$ cat config.mk
export PLATFORM = sky130hd
export DESIGN_NAME = mlblock_2dflex_v3_flat
export DESIGN_NICKNAME = d
export VERILOG_FILES = /design/src/rtl/mlblock_pkg.sv /design/src/rtl/mlblock_2dflex_v3_if.sv /design/src/rtl/mlblock_mac_lane.sv /design/src/rtl/mlblock_2dflex_v3.sv /design/src/flat_wrapper.sv
export SDC_FILE = /design/constraint.sdc
export NUM_CORES = 2
export LEC_CHECK = 0
export BUFFER_PORTS_ARGS = -buffer_cell sky130_fd_sc_hd__buf_4
export CORE_MARGIN = 2
export CORE_UTILIZATION = 55
export DETAILED_ROUTE_END_ITERATION = 10
export PLACE_DENSITY = 0.75
export SLEW_MARGIN = 20
export SYNTH_ARGS = -nofsm -noshare
export SYNTH_HDL_FRONTEND = slang
export SYNTH_SLANG_ARGS = --single-unit
$ cat constraint.sdc
create_clock -name clk -period 20.3 [get_ports clk]
set_clock_uncertainty 0.2 [all_clocks]
set_input_delay 1.015 -clock clk [delete_from_list [all_inputs] [get_ports clk]]
set_output_delay 1.015 -clock clk [all_outputs]
set_load 0.03 [all_outputs]
$ cat src/rtl/mlblock_pkg.sv
// Shared types and helpers for the mlblock_2dflex_v3 MAC array.
// sat_add is only called when MLBLOCK_SATURATE_EN is defined.
package mlblock_pkg;

    typedef enum logic {
        ST_IDLE = 1'b0,
        ST_ACC  = 1'b1
    } state_e;

    localparam int unsigned SAT_MAX_W = 64;

    // Adds two w-bit values held in the low bits and clamps to the w-bit range of the mode.
    function automatic logic [SAT_MAX_W-1:0] sat_add(input logic [SAT_MAX_W-1:0] a,
                                                     input logic [SAT_MAX_W-1:0] b,
                                                     input int unsigned w,
                                                     input logic sgn);
        logic [SAT_MAX_W:0]   s;
        logic [SAT_MAX_W-1:0] mask;
        mask = (w >= SAT_MAX_W) ? '1 : ((SAT_MAX_W'(1) << w) - SAT_MAX_W'(1));
        s    = {1'b0, a & mask} + {1'b0, b & mask};
        if (sgn) begin
            if ((a[w-1] == b[w-1]) && (s[w-1] != a[w-1]))
                return a[w-1] ? (SAT_MAX_W'(1) << (w - 1)) : (mask >> 1);
            return s[SAT_MAX_W-1:0] & mask;
        end
        if (s[w])
            return mask;
        return s[SAT_MAX_W-1:0] & mask;
    endfunction

endpackage

$ cat src/rtl/mlblock_2dflex_v3_if.sv
// Data, weight, cascade, result and configuration signals of mlblock_2dflex_v3.
interface mlblock_2dflex_v3_if #(
    parameter int MAC_UNITS = 4,
    parameter int I_W       = 8,
    parameter int W_W       = 8,
    parameter int RES_W     = 32
);
    logic                       I_en;
    logic                       I_ready;
    logic [MAC_UNITS*I_W-1:0]   I_in;
    logic                       W_en;
    logic [W_W-1:0]             W_in;
    logic [W_W-1:0]             W_out;
    logic [MAC_UNITS*RES_W-1:0] Res_cas_in;
    logic                       Res_cas_in_zero;
    logic [MAC_UNITS*RES_W-1:0] Res_out;
    logic                       Res_valid;
    logic                       Res_ready;
    logic [MAC_UNITS*RES_W-1:0] Res_cas_out;
    logic                       config_en;
    logic                       config_in;
    logic                       config_out;

    modport master (
        output I_en, I_in, W_en, W_in, Res_cas_in, Res_cas_in_zero, Res_ready,
               config_en, config_in,
        input  I_ready, W_out, Res_out, Res_valid, Res_cas_out, config_out
    );

    modport slave (
        input  I_en, I_in, W_en, W_in, Res_cas_in, Res_cas_in_zero, Res_ready,
               config_en, config_in,
        output I_ready, W_out, Res_out, Res_valid, Res_cas_out, config_out
    );
endinterface

$ cat src/rtl/mlblock_mac_lane.sv
// One MAC lane: weight register, multiplier, accumulator and cascade add into the result.
// Additions clamp when MLBLOCK_SATURATE_EN is defined, otherwise wrap.
module mlblock_mac_lane
    import mlblock_pkg::*;
#(
    parameter int I_W   = 8,
    parameter int W_W   = 8,
    parameter int RES_W = 32
) (
    input  logic             clk,
    input  logic             reset,
    input  logic             conf_signed_i,
    input  logic             clr_i,
    input  logic             beat_i,
    input  logic             last_i,
    input  logic             w_en_i,
    input  logic [W_W-1:0]   w_i,
    output logic [W_W-1:0]   w_o,
    input  logic [I_W-1:0]   i_i,
    input  logic [RES_W-1:0] cas_i,
    input  logic             cas_zero_i,
    output logic [RES_W-1:0] res_o
);
    logic        [W_W-1:0]       w_q;
    logic        [RES_W-1:0]     acc_q, acc_d;
    logic        [RES_W-1:0]     res_q, res_d;
    logic signed [I_W:0]         i_ext;
    logic signed [W_W:0]         w_ext;
    logic signed [I_W+W_W+1:0]   prod_full;
    logic        [RES_W-1:0]     prod;
    logic        [RES_W-1:0]     cas_eff;

`ifdef MLBLOCK_SATURATE_EN
    function automatic logic [RES_W-1:0] add_res(input logic [RES_W-1:0] a,
                                                 input logic [RES_W-1:0] b);
        logic [SAT_MAX_W-1:0] s;
        s = sat_add(SAT_MAX_W'(a), SAT_MAX_W'(b), RES_W, conf_signed_i);
        return s[RES_W-1:0];
    endfunction
`else
    function automatic logic [RES_W-1:0] add_res(input logic [RES_W-1:0] a,
                                                 input logic [RES_W-1:0] b);
        return a + b;
    endfunction
`endif

    // An extra top bit carries the sign in signed mode and is zero in unsigned mode.
    assign i_ext     = {conf_signed_i & i_i[I_W-1], i_i};
    assign w_ext     = {conf_signed_i & w_q[W_W-1], w_q};
    assign prod_full = i_ext * w_ext;
    assign prod      = RES_W'(prod_full);
    assign cas_eff   = cas_zero_i ? '0 : cas_i;
    assign acc_d     = add_res(acc_q, prod);
    assign res_d     = add_res(acc_d, cas_eff);
    assign w_o       = w_q;
    assign res_o     = res_q;

    always_ff @(posedge clk) begin
        if (reset) begin
            w_q   <= '0;
            acc_q <= '0;
            res_q <= '0;
        end else begin
            if (w_en_i)
                w_q <= w_i;
            if (clr_i) begin
                acc_q <= '0;
            end else if (beat_i) begin
                if (last_i) begin
                    acc_q <= '0;
                    res_q <= res_d;
                end else begin
                    acc_q <= acc_d;
                end
            end
        end
    end
endmodule

$ cat src/rtl/mlblock_2dflex_v3.sv
// MAC array top: beat-count FSM, serial configuration chain and result handshake.
// Optional saturating arithmetic is enabled with MLBLOCK_SATURATE_EN.
module mlblock_2dflex_v3
    import mlblock_pkg::*;
#(
    parameter int MAC_UNITS  = 4,
    parameter int I_W        = 8,
    parameter int W_W        = 8,
    parameter int RES_W      = 32,
    parameter int ACC_D_LOG2 = 4
) (
    input logic               clk,
    input logic               reset,
    mlblock_2dflex_v3_if.slave bus
);
    state_e                     state_q;
    logic [ACC_D_LOG2-1:0]      cnt_q;
    logic [ACC_D_LOG2-1:0]      depth_q;
    logic                       sgn_q;
    logic                       valid_q, valid_d;
    logic                       beat, last;
    logic [W_W-1:0]             w_chain [MAC_UNITS+1];
    logic [RES_W-1:0]           res_lane [MAC_UNITS];
    logic [MAC_UNITS*RES_W-1:0] res_flat;

    // Configuration shifting takes priority over input beats.
    assign bus.I_ready    = !valid_q || bus.Res_ready;
    assign beat           = bus.I_en && bus.I_ready && !bus.config_en;
    assign last           = beat && (cnt_q == depth_q);
    assign valid_d        = last ? 1'b1 : (bus.Res_ready ? 1'b0 : valid_q);
    assign w_chain[0]     = bus.W_in;
    assign bus.W_out      = w_chain[MAC_UNITS];
    assign bus.config_out = depth_q[ACC_D_LOG2-1];
    assign bus.Res_valid  = valid_q;
    assign bus.Res_out    = res_flat;
    assign bus.Res_cas_out = res_flat;

    always_comb begin
        res_flat = '0;
        for (int k = 0; k < MAC_UNITS; k++)
            res_flat[k*RES_W +: RES_W] = res_lane[k];
    end

    for (genvar k = 0; k < MAC_UNITS; k++) begin : g_lane
        mlblock_mac_lane #(.I_W(I_W), .W_W(W_W), .RES_W(RES_W)) u_lane (
            .clk           (clk),
            .reset         (reset),
            .conf_signed_i (sgn_q),
            .clr_i         (bus.config_en),
            .beat_i        (beat),
            .last_i        (last),
            .w_en_i        (bus.W_en),
            .w_i           (w_chain[k]),
            .w_o           (w_chain[k+1]),
            .i_i           (bus.I_in[k*I_W +: I_W]),
            .cas_i         (bus.Res_cas_in[k*RES_W +: RES_W]),
            .cas_zero_i    (bus.Res_cas_in_zero),
            .res_o         (res_lane[k])
        );
    end

    always_ff @(posedge clk) begin
        if (reset) begin
            state_q <= ST_IDLE;
            cnt_q   <= '0;
            depth_q <= '0;
            sgn_q   <= 1'b0;
            valid_q <= 1'b0;
        end else begin
            valid_q <= valid_d;
            if (bus.config_en) begin
                sgn_q   <= bus.config_in;
                depth_q <= (depth_q << 1) | ACC_D_LOG2'(sgn_q);
                cnt_q   <= '0;
                state_q <= ST_IDLE;
            end else if (beat) begin
                case (state_q)
                    ST_IDLE: if (!last) begin
                        state_q <= ST_ACC;
                        cnt_q   <= cnt_q + 1'b1;
                    end
                    ST_ACC: if (last) begin
                        state_q <= ST_IDLE;
                        cnt_q   <= '0;
                    end else begin
                        cnt_q <= cnt_q + 1'b1;
                    end
                    default: state_q <= ST_IDLE;
                endcase
            end
        end
    end
endmodule

$ cat src/flat_wrapper.sv
// flat-port wrapper written by rule: the top's interface ports become plain ports
module mlblock_2dflex_v3_flat import mlblock_pkg::*;
#(
    parameter int MAC_UNITS  = 4,
    parameter int I_W        = 8,
    parameter int W_W        = 8,
    parameter int RES_W      = 32,
    parameter int ACC_D_LOG2 = 4
)
  (clk, reset, bus_I_en, bus_I_in, bus_W_en, bus_W_in, bus_Res_cas_in, bus_Res_cas_in_zero, bus_Res_ready, bus_config_en, bus_config_in, bus_I_ready, bus_W_out, bus_Res_out, bus_Res_valid, bus_Res_cas_out, bus_config_out);
  mlblock_2dflex_v3_if #(.MAC_UNITS(MAC_UNITS), .I_W(I_W), .W_W(W_W), .RES_W(RES_W)) bus_i ();
  input logic clk;
  input logic reset;
  input wire logic [$bits(bus_i.I_en)-1:0] bus_I_en;
  input wire logic [$bits(bus_i.I_in)-1:0] bus_I_in;
  input wire logic [$bits(bus_i.W_en)-1:0] bus_W_en;
  input wire logic [$bits(bus_i.W_in)-1:0] bus_W_in;
  input wire logic [$bits(bus_i.Res_cas_in)-1:0] bus_Res_cas_in;
  input wire logic [$bits(bus_i.Res_cas_in_zero)-1:0] bus_Res_cas_in_zero;
  input wire logic [$bits(bus_i.Res_ready)-1:0] bus_Res_ready;
  input wire logic [$bits(bus_i.config_en)-1:0] bus_config_en;
  input wire logic [$bits(bus_i.config_in)-1:0] bus_config_in;
  output wire logic [$bits(bus_i.I_ready)-1:0] bus_I_ready;
  output wire logic [$bits(bus_i.W_out)-1:0] bus_W_out;
  output wire logic [$bits(bus_i.Res_out)-1:0] bus_Res_out;
  output wire logic [$bits(bus_i.Res_valid)-1:0] bus_Res_valid;
  output wire logic [$bits(bus_i.Res_cas_out)-1:0] bus_Res_cas_out;
  output wire logic [$bits(bus_i.config_out)-1:0] bus_config_out;
  assign bus_i.I_en = bus_I_en;
  assign bus_i.I_in = bus_I_in;
  assign bus_i.W_en = bus_W_en;
  assign bus_i.W_in = bus_W_in;
  assign bus_i.Res_cas_in = bus_Res_cas_in;
  assign bus_i.Res_cas_in_zero = bus_Res_cas_in_zero;
  assign bus_i.Res_ready = bus_Res_ready;
  assign bus_i.config_en = bus_config_en;
  assign bus_i.config_in = bus_config_in;
  assign bus_I_ready = bus_i.I_ready;
  assign bus_W_out = bus_i.W_out;
  assign bus_Res_out = bus_i.Res_out;
  assign bus_Res_valid = bus_i.Res_valid;
  assign bus_Res_cas_out = bus_i.Res_cas_out;
  assign bus_config_out = bus_i.config_out;
  mlblock_2dflex_v3 #(.MAC_UNITS(MAC_UNITS), .I_W(I_W), .W_W(W_W), .RES_W(RES_W), .ACC_D_LOG2(ACC_D_LOG2)) u_core (.clk(clk), .reset(reset), .bus(bus_i));
endmodule
==> results.md <==
- Required time of the critical path: 20.53 ns
- Post_cts resized: 0
- Fin util: 62.4%
- Sequential area share after synthesis: 16.7%
- CTS tree: done
- First-pass GRT wire length: 158000 um
- Final ANT Viol Nets: 0
- HPWL Detailed: 75700 um
- CP bufs+invs: 4
- Hold Path Depth: 2
- Syn avg cell area: 8.21 um2
- Pwr dens: 50.9 mW/mm2
- Endpoints failing hold: 0
- Main flop type after synthesis: dfxtp_1
- Initial Util: 55.5%
- Cells after Synth: 4355
- DRC violations left: 0
- Clock share of power: 39.0%
- Worst-path clk slew: 0.06 ns
- # rows: 93
- Post-synth top area share: 16.7%
- Async SR Flop Fraction: 0%
- Reg2Reg Depth: 37
- CTS Root Cell: clkbuf_16
- Status: finished, final reports clean
- Pre-antenna DRT Iters: 5
- Setup TNS: 0 ns
- Via count: 30800
- Flops & latches, synth: 299
- Die Y: 259 um
- Worst path max stage delay: 0.83 ns
- DR vias/cell: 5.66
- LEAKAGE: 20.3 nW
- Clock Path Buffers: 3
- Top Ports: 443
- DIE AREA: 0.0670 mm2
- GRT overflow: 0
- CP max stage cell: o31ai_1
- I/O Buffers: 442
- Dominant cell by count in the synthesized netlist: nand2_1
- Die Width: 259 um
- DR WL/cell: 18.0 um
- RSZ-0062 raised after global routing: false
- Largest net degree at the start of global routing: 80
- Crit path max-delay family: adder cells
- Period utilization: 49.5%
- Post-Synthesis Cell Area: 0.0357 mm2
- Number of buffers created by CTS: 41
- Starting DRT DRC Count: 1830
- FMAX: 99.6 MHz
- Levels on crit path: 37
- Most used cell, CP: fa_1
- Setup Crit Path Kind: flop to flop
- Synth area leaders: dfxtp_1 (17%), fa_1 (16%), ha_1 (14%)
- Worst-Skew Late Latency: 0.59 ns
- Synth warnings: 0
- Net count after synthesis: 5228
- Worst hold path class: flop to flop
- P_int: 1.34 mW
- Setup bufs post-CTS: 0
- Synth area leader: dfxtp_1
- Core area: 0.0643 mm2
- Combinational power share: 30.0%
- Nets: 5428
- H-tree levels: 2
- Seq pwr share: 31.0%
- Normalized max-slew margin: 29.7%
- Crit-path max FO: 16
- Vias in the first global route: 30900
- Layout cells sized above 1: 12.6%
- Least-Margin Pin Slew: 1.05 ns
- Layout area overhead: 12.3%
- Net Sw Frac: 34.5%
- Critical path arrival: 10.27 ns
- Routed wire length: 97800 um
- Max rail drop VDD: 0.0480 mV
- Clk sinks: 299
- Distinct cells, synth: 82
- EDFF count, synth: 0
- Post-cts hold buffer count: 0
- Max-cap violations: 0
- Setup violators final: 0
- Antenna cells: 0
- Top post-synthesis cells by count: nand2_1 (475), ha_1 (409), inv_1 (395), a21oi_1 (346), nor2_1 (309)
- RD Place Congestion: 0.953
- Psw: 705 uW
- Slew Viols, Final: 0
- CP Capture Type: flop
- Min Tclk post-route: 10.04 ns
- Critical Path Source Type: flop
- Antenna violations before repair: 0
- GRT Overall Usage: 28.8%
[path summary, 6_finish.rpt]
path | start | endpoint | slack, ns
min reg2reg | u_core.g_lane[1].u_lane.acc_q[2] | u_core.g_lane[1].u_lane.acc_q[2] | 0.26
max reg2reg | u_core.g_lane[1].u_lane.w_o[7] | u_core.g_lane[1].u_lane.res_o[31] | 10.26
min | u_core.g_lane[1].u_lane.acc_q[2] | u_core.g_lane[1].u_lane.acc_q[2] | 0.26
max | u_core.g_lane[1].u_lane.w_o[7] | u_core.g_lane[1].u_lane.res_o[31] | 10.26
[layout make-up]
class,instances,area [um2]
flip-flops and latches,299,5990
well taps,855,1070
clock inverters,17,272
inverters,395,1480
repair buffers,466,3500
multi-input cells,3352,26700
clock buffers,56,1160
fillers,5682,24200
[power groups by stage]
| stage | Clock [mW] | Sequential (mW) | Combinational (mW) |
|---|---|---|---|
| floorplan | 0 | 0.663 | 0.420 |
| CTS | 0.812 | 0.633 | 0.610 |
| global placement | 0 | 0.645 | 0.597 |
| detailed placement | 0 | 0.645 | 0.606 |
| global route | 0.836 | 0.635 | 0.668 |
| finish | 0.797 | 0.633 | 0.612 |
[cell usage in the layout, fill, tap and decap left out, types with 9 or more instances in the layout]
master and instances:
nand2_1 475, buf_4 465, ha_1 409, inv_1 395, a21oi_1 346, nor2_1 307, dfxtp_1 299, fa_1 288
xnor2_1 218, nor2b_1 147, and2_1 131, a21o_1 119, o21ai_0 117, a22oi_1 78, xor2_1 70, nor3_1 56
nand3_1 52, a211oi_1 52, o21bai_1 47, o21a_1 44, clkbuf_16 43, mux2i_1 41, nand2b_1 37, a22o_1 37
a31oi_1 28, and3_1 27, nand4_1 23, or3_1 19, o21ai_1 15, o211ai_1 15, or2_2 14, o31ai_1 13
clkbuf_1 9
[worst reg2reg max path: cells and delay by family, from the launching register on]
kind | cells | cell delay (ns)
flops | 1 | 0.63
compound gates | 16 | 3.33
simple gates | 6 | 1.34
fa+ha+maj | 8 | 3.42
buf+inv | 4 | 0.35
xor+xnor | 3 | 0.60
[flip-flops by register name, summed over array words and instances, names as in the netlist]
name	cells
u_core.depth_q	4
u_core.g_lane.u_lane.w_o	32
u_core.g_lane.u_lane.res_o	128
u_core.cnt_q	4
u_core.sgn_q	1
u_core.bus.Res_valid	1
u_core.state_q	1
u_core.g_lane.u_lane.acc_q	128
[layer usage]
metal,global-route usage [%],share of wire (%),vias to the layer above
met3,4.02,5.3,155
met2,50.4,48,803
met4,8.54,2.7,0
met1,36.9,44,14800
li1,-,-,15000
met5,0,0,-
[stage by stage]
stage / power (mW) / worst slack, ns / hold slack [ns] / area (um2) / instances
final: 2.04 / 10.26 / 0.258 / 40100 / 5440
after global routing: 2.14 / 9.57 / 0.272 / 40100 / 5440
after CTS: 2.06 / 10.35 / 0.259 / 40100 / 5440
after detailed placement: 1.25 / 10.11 / 0.250 / 38700 / 5367
after global placement: 1.24 / 10.28 / 0.245 / 38700 / 5367
after floorplan: 1.08 / 10.49 / 0.236 / 35700 / 4355
[cell families after synthesis]
| kind of cell | share of synthesized area (%) |
|---|---|
| simple gates | 17.3 |
| compound gates | 18.4 |
| buf+inv | 8.74 |
| fa+ha+maj | 30.5 |
| flops | 16.7 |
| xor+xnor | 7.17 |
| mux | 1.15 |
(Power assumes the default switching activity.)
